### config.mk
export PLATFORM = sky130hd
export DESIGN_NAME = result_beat_serializer
export DESIGN_NICKNAME = d
export VERILOG_FILES = /design/src/rtl/result_beat_serializer.sv
export SDC_FILE = /design/constraint.sdc
export NUM_CORES = 1
export LEC_CHECK = 0
export CAP_MARGIN = 10
export CORE_MARGIN = 5
export CORE_UTILIZATION = 50
export DETAILED_ROUTE_END_ITERATION = 10
export HOLD_SLACK_MARGIN = 0.1
export PLACE_DENSITY_LB_ADDON = 0.05
export REMOVE_ABC_BUFFERS = 1
export SLEW_MARGIN = 20
export SYNTH_ARGS = -nofsm -noshare
export SYNTH_HDL_FRONTEND = slang
export SYNTH_SLANG_ARGS = --single-unit
export TNS_END_PERCENT = 100
### constraint.sdc
create_clock -name i_clk -period 4.4 [get_ports i_clk]
set_input_delay 0.88 -clock i_clk [delete_from_list [all_inputs] [get_ports i_clk]]
set_output_delay 0.88 -clock i_clk [all_outputs]
set_load 0.02 [all_outputs]
### src/rtl/result_beat_serializer.sv
// Serializes wide result records into fixed, zero-padded slots of AXI read-data beats.
// Empty output buffer at a slot boundary yields an all-zero slot so every burst completes.
module result_beat_serializer #(
  parameter int unsigned AXI_DWIDTH  = 64,
  parameter int unsigned RESULT_SIZE = 336
) (
  input  logic                   i_clk,
  input  logic                   i_rst,
  input  logic                   i_req_valid,
  output logic                   o_req_ready,
  input  logic [7:0]             i_req_len,
  input  logic                   i_res_valid,
  input  logic [RESULT_SIZE-1:0] i_res_data,
  output logic                   o_res_ready,
  output logic                   o_beat_valid,
  output logic [AXI_DWIDTH-1:0]  o_beat_data,
  output logic                   o_beat_last,
  input  logic                   i_beat_ready,
  output logic [15:0]            o_empty_slots
);

  localparam int unsigned BEATS_PER_RESULT = (RESULT_SIZE + AXI_DWIDTH - 1) / AXI_DWIDTH;
  localparam int unsigned IDX_W = (BEATS_PER_RESULT > 1) ? $clog2(BEATS_PER_RESULT) : 1;
  localparam int unsigned PAD_W = BEATS_PER_RESULT * AXI_DWIDTH;
  localparam logic [IDX_W-1:0] LAST_IDX = IDX_W'(BEATS_PER_RESULT - 1);

  typedef enum logic [0:0] {StIdle, StSend} state_e;

  state_e                 r_state;
  logic [IDX_W-1:0]       r_idx;
  logic [RESULT_SIZE-1:0] r_hold;
  logic [7:0]             r_beats_left;
  logic [15:0]            r_empty_slots;
  logic                   r_req_ready;
  logic                   r_beat_valid;
  logic                   r_beat_last;

  logic                                         w_slot_start;
  logic [BEATS_PER_RESULT-1:0][AXI_DWIDTH-1:0] w_pad;

  assign w_slot_start  = (r_idx == '0);
  assign w_pad         = PAD_W'(r_hold);
  assign o_req_ready   = r_req_ready;
  assign o_beat_valid  = r_beat_valid;
  assign o_beat_last   = r_beat_last;
  assign o_empty_slots = r_empty_slots;
  // Pop strictly at slot start; the zero-slot decision is made at the same handshake.
  assign o_res_ready   = r_beat_valid && w_slot_start && i_beat_ready;

  always_comb begin
    o_beat_data = '0;
    if (r_beat_valid) begin
      if (w_slot_start) begin
        o_beat_data = i_res_valid ? i_res_data[AXI_DWIDTH-1:0] : '0;
      end else begin
        o_beat_data = w_pad[r_idx];
      end
    end
  end

  always_ff @(posedge i_clk) begin
    if (i_rst) begin
      r_state       <= StIdle;
      r_idx         <= '0;
      r_hold        <= '0;
      r_beats_left  <= '0;
      r_empty_slots <= '0;
      r_req_ready   <= 1'b1;
      r_beat_valid  <= 1'b0;
      r_beat_last   <= 1'b0;
    end else begin
      case (r_state)
        StIdle: begin
          if (i_req_valid) begin
            r_state      <= StSend;
            r_beats_left <= i_req_len;
            r_beat_last  <= (i_req_len == 8'd0);
            r_req_ready  <= 1'b0;
            r_beat_valid <= 1'b1;
          end
        end
        StSend: begin
          if (i_beat_ready) begin
            if (r_beat_last) begin
              r_state      <= StIdle;
              r_req_ready  <= 1'b1;
              r_beat_valid <= 1'b0;
              r_beat_last  <= 1'b0;
            end else begin
              r_beats_left <= r_beats_left - 8'd1;
              r_beat_last  <= (r_beats_left == 8'd1);
            end
            // idx and hold survive across bursts so a split slot resumes where it stopped.
            r_idx <= (r_idx == LAST_IDX) ? '0 : r_idx + IDX_W'(1);
            if (w_slot_start) begin
              r_hold <= i_res_valid ? i_res_data : '0;
              if (!i_res_valid && (r_empty_slots != 16'hFFFF)) begin
                r_empty_slots <= r_empty_slots + 16'd1;
              end
            end
          end
        end
        default: r_state <= StIdle;
      endcase
    end
  end

endmodule

* Word-level counts from Yosys, hierarchy flattened
Index checks and enable logic that the tools add are counted.
** Storage, ports and cells
- Register bits :: 367
- Bits of input ports :: 349
- Output and inout bits :: 84
** Cells by class
- Add/sub/neg operators :: 3
- Order comparisons :: 1
- Equality and inequality tests :: 7
- Multiplexer cells :: 27
- Bitwise operators :: 1
- Reduce and logical (&&, ||, !) cells :: 12
** Operators by type and width (count)
- 2-to-1 mux 336 bit :: 1
- 2-to-1 mux 64 bit :: 4
- binary-select mux 64 bit (select 3 bit) :: 1
- 2-to-1 mux 8 bit :: 3
- adder 16 x 1 -> 16 bit (second input constant) :: 1
- != test 16 bit (second input constant) :: 1
- one-hot mux 8 bit (2 select lines) :: 1
- 2-to-1 mux 1 bit :: 12
- AND reduction 3 bit :: 3
- == test 8 x 1 -> 1 bit (second input constant) :: 1
- logical NOT 8 bit :: 1
- one-hot mux 1 bit (2 select lines) :: 4
- subtractor 8 x 1 -> 8 bit (second input constant) :: 1
- != test 2 bit (second input constant) :: 3
- < comparator 3 x 4 -> 1 bit (second input constant) :: 1
- AND reduction 2 bit :: 2
- AND reduction 4 bit :: 1
- adder 3 x 1 -> 3 bit (second input constant) :: 1
- == test 3 bit (second input constant) :: 1
- logical AND 1 bit :: 3
- logical NOT 3 bit :: 1
- 2-to-1 mux 3 bit :: 1
- != test 2 x 1 -> 1 bit (second input constant) :: 1
- logical NOT 1 bit :: 1
- inverter 1 bit :: 1

* Depth between registers and ports, before layout
- Word-level depth :: 4
- Mapped depth :: 9

* Worst setup path before layout
OpenSTA, ideal clock, no wires.
- Path kind :: input-to-output
- Start point :: input port i_res_valid
- End point :: output port o_beat_data[22]
- Data arrival time :: 2.257 ns
- Required time :: 3.520 ns
- Setup slack :: 1.263 ns
- Stages :: 7
- Buffers on the path :: 3
- Cells stage by stage :: clkbuf_1 buf_2 clkbuf_1 nand2_1 a21oi_1 a21oi_1 a211oi_1
** On the way
- Cells in the longest elaborated chain, start to end :: 3
** RTL lines
- start: declaration :: RTL line 12 : input logic i_res_valid,
- 2-to-1 mux 64 bit :: RTL line 54 : o_beat_data = i_res_valid ? i_res_data[AXI_DWIDTH-1:0] : '0;
- 2-to-1 mux 64 bit :: RTL line 53 : if (w_slot_start) begin
- 2-to-1 mux 64 bit :: RTL line 52 : if (r_beat_valid) begin
- end: declaration :: RTL line 16 : output logic [AXI_DWIDTH-1:0] o_beat_data,
Every way passes these cells.

* Final worst setup path
- Start point :: register r_idx[1]
- End point :: output port o_beat_data[59]
** On the way
- Cells in the longest elaborated chain, start to end :: 4
** RTL lines
- start: declaration :: RTL line 30 : logic [IDX_W-1:0] r_idx;
- start signal: assignment :: RTL line 94 : r_idx <= (r_idx == LAST_IDX) ? '0 : r_idx + IDX_W'(1);
- binary-select mux 64 bit (select 3 bit) :: RTL line 56 : o_beat_data = w_pad[r_idx];
- 2-to-1 mux 64 bit (not written as such) :: RTL line 56
- 2-to-1 mux 64 bit (*) :: RTL line 53
- 2-to-1 mux 64 bit (*) :: RTL line 52
Every way passes the cells marked *; elsewhere a longest branch is shown, timed or not. The select of a mux whose other input is x is not followed.

==> flow_summary.json <==
{
  "final_util": 0.707,
  "die_y_um": 179,
  "synth_seq_cells": 303,
  "ys_warn_count": 0,
  "r2r_cells": 5,
  "synth_top_area_frac": 0.425,
  "boundaryPins": 433,
  "startpoint_type": "register",
  "drive_above_1_share": 0.0487,
  "reg2reg_to": "r_hold[238]$_SDFFE_PP0P_",
  "ant_nets": 0,
  "synth-edff-count": 0,
  "r2r_start": "r_idx[1]$_SDFFE_PP0P_",
  "rows": 61,
  "cts_tree": "done",
  "critPathMaxFanout": 49,
  "syn_to_final_growth_pct": 38.8,
  "power_per_cell_area_nw_per_um2": 342,
  "ir_worst_vdd_mv": 0.244,
  "dp_hpwl_um": 34500,
  "hold_path.startpoint": "r_hold[173]$_SDFFE_PP0P_",
  "wl_per_cell_um": 19.9,
  "ys_types": 51,
  "vias": 15400,
  "synth_area_um2": 14300,
  "hp-class": "register to register",
  "synth_common_cells": "nand2_1 (389), a21oi_1 (382), dfxtp_1 (303)",
  "p_leak_nw": 6.51,
  "port_buffers": 432,
  "setup_violations": 0,
  "synth.most_common_cell": "nand2_1",
  "track_usage": 0.305,
  "cts_max_path_buffers": 3,
  "antenna_found_initial": 8,
  "run_status": "finished, final reports clean",
  "hold_buffers": 0,
  "min_to": "r_hold[173]$_SDFFE_PP0P_",
  "drc": 0,
  "grt_pass1_vias": 14700,
  "timing.final.crit_share": 0.925,
  "cts_buffers": 34,
  "cts.clk_slew.worst_paths_ns": 0.06,
  "rsz0062_at_grt": "no",
  "ctsRootBufferMaster": "clkbuf_16",
  "tightest_slew_ns": 0.954,
  "initial_core_util": 0.509,
  "wl_um": 52300,
  "yosysSeqAreaShare": 0.425,
  "hold_depth": 2,
  "worst_skew_pair.late_latency_ns": 0.51,
  "clock_sinks": 303,
  "htree_levels": 2,
  "synth_cells": 1911,
  "slowest_delay_ns": 0.83,
  "core_um2": 28000,
  "cp_num_buf_inv": 2,
  "crit_path_end_kind": "primary output",
  "nNetsFinal": 2568,
  "gp_congestion": 0.902,
  "crit_path_cell_trace": "nand2b_2 > buf_12 > o21ai_0 > nor3b_1 > clkdlybuf4s50_1",
  "setup_tns_ns": 0,
  "grt_max_degree": 118,
  "finalHoldViolCount": 0,
  "rrSetupSlack_ns": 1.46,
  "final_area_um2": 19800,
  "postSynthAreaPerCell_um2": 7.47,
  "drt_iter0_drc": 1410,
  "die_width_um": 179,
  "crit_start": "r_idx[1]$_SDFFE_PP0P_",
  "netlist_top_cells_area": "dfxtp_1 (43%), a21oi_1 (13%), nand2_1 (10%)",
  "maxSlewHeadroom": 0.362,
  "finClkSkew_ns": 0.0153,
  "maxCapViolCount": 0,
  "drt-pass1-iter-count": 5,
  "yosys.area.top_type": "dfxtp_1",
  "criticalPathCategory": "register to primary output",
  "total_power_mw": 6.76,
  "dpl_cell_area_um2": 18700,
  "post_cts_buffers": 0,
  "synthFlopType": "dfxtp_1",
  "post_cts_resized": 0,
  "critPathArrivalTime_ns": 3.19,
  "grt_pass1_wl_um": 78700,
  "overflow": 0,
  "crit_required_ns": 3.52,
  "slowest_stage": "dfxtp_4",
  "slew_violations": 0,
  "ys_async_sr_fraction": 0,
  "finalCriticalPeriod_ns": 4.07,
  "die-area_um2": 32000,
  "via_per_inst": 5.87,
  "max_freq_mhz": 246,
  "crit_family": "buffers and inverters"
}
==> worst max-delay path by stage <==
stage,cells past startpoint,slack (ns),to
global placement,6,0.59,o_beat_data[51]
detailed placement,6,0.61,o_beat_data[51]
floorplan,4,-2.80,r_hold[100]$_SDFFE_PP0P_
global route,5,0.25,o_beat_data[3]
finish,5,0.33,o_beat_data[59]
CTS,6,0.35,o_beat_data[30]
==> metrics by stage <==
| step | worst slack, ns | std cells | hold WS (ns) |
|---|---|---|---|
| 6_report | 0.330 | 2623 | 0.445 |
| 5_1_grt | 0.252 | 2619 | 0.459 |
| 4_1_cts | 0.353 | 2615 | 0.448 |
| 3_5_place_dp | 0.612 | 2558 | 0.440 |
| 3_3_place_gp | 0.594 | 2558 | 0.435 |
| 2_1_floorplan | -2.80 | 1708 | 0.423 |
==> kinds of logic (layout without fill, tap and decap cells) <==
kind of cell	after synthesis	after routing	share of synthesized area
compound gates	559	559	0.213
xor+xnor	1	1	0.000614
fa+ha+maj	3	3	0.00263
buf+inv	210	536	0.0636
flops	303	303	0.425
mux	70	70	0.0494
other cells	0	8	0
simple gates	765	765	0.246
==> registers in the layout, summed over array words and instances (netlist names) <==
name	cells
o_empty_slots	16
r_hold	272
r_state	1
r_idx	3
o_req_ready	1
o_beat_valid	1
r_beats_left	8
o_beat_last	1
==> worst register-to-register path, stage by stage (launching register included) <==
cell and delay [ns]:
dfxtp_4 0.57, nor3_4 0.83, and2_4 0.69, buf_12 0.35
nand3_1 0.22, a21oi_1 0.20
==> layout by cell type, fill, tap and decap left out, types with 6 or more instances in the layout <==
| cell type | Yosys | layout |
|---|---|---|
| a211oi_1 | 29 | 29 |
| a21oi_1 | 382 | 382 |
| a31oi_1 | 24 | 24 |
| buf_12 | 0 | 12 |
| buf_4 | 2 | 28 |
| clkbuf_1 | 130 | 6 |
| clkbuf_16 | 0 | 37 |
| clkbuf_8 | 0 | 8 |
| clkdlybuf4s50_1 | 0 | 430 |
| dfxtp_1 | 303 | 299 |
| diode_2 | 0 | 8 |
| inv_1 | 7 | 7 |
| mux2i_1 | 66 | 66 |
| nand2_1 | 389 | 388 |
| nand3_1 | 276 | 276 |
| nor2_1 | 15 | 14 |
| nor2b_1 | 7 | 7 |
| nor3b_1 | 24 | 24 |
| nor4_1 | 6 | 6 |
| o2111ai_1 | 16 | 16 |
| o21ai_0 | 74 | 74 |
| o22ai_1 | 16 | 16 |
| o31ai_1 | 8 | 8 |
| or4_1 | 9 | 9 |
==> power by group <==
group	switching [mW]	internal [mW]	total [mW]
sequential	0.0657	2.82	2.89
clock	1.13	1.66	2.79
combinational	0.556	0.536	1.09
==> metal layers <==
layer | routed length (um) | vias up | global-route usage
li1 | - | 7336 | -
met1 | 19800 | 7220 | 0.374
met2 | 25100 | 702 | 0.507
met3 | 5260 | 128 | 0.0835
met4 | 2060 | 6 | 0.126
met5 | 31 | - | 0
==> final cells by class <==
| type | count | area, um2 |
|---|---|---|
| Clock inverter | 6 | 36.3 |
| Clock buffer | 51 | 1060 |
| Timing Repair Buffer | 472 | 4780 |
| Antenna cell | 8 | 20.0 |
| Multi-Input combinational cell | 1398 | 7320 |
| Sequential cell | 303 | 6080 |
| Fill cell | 2348 | 8210 |
| Inverter | 7 | 26.3 |
| Tap cell | 378 | 473 |
(Power assumes the default switching activity.)
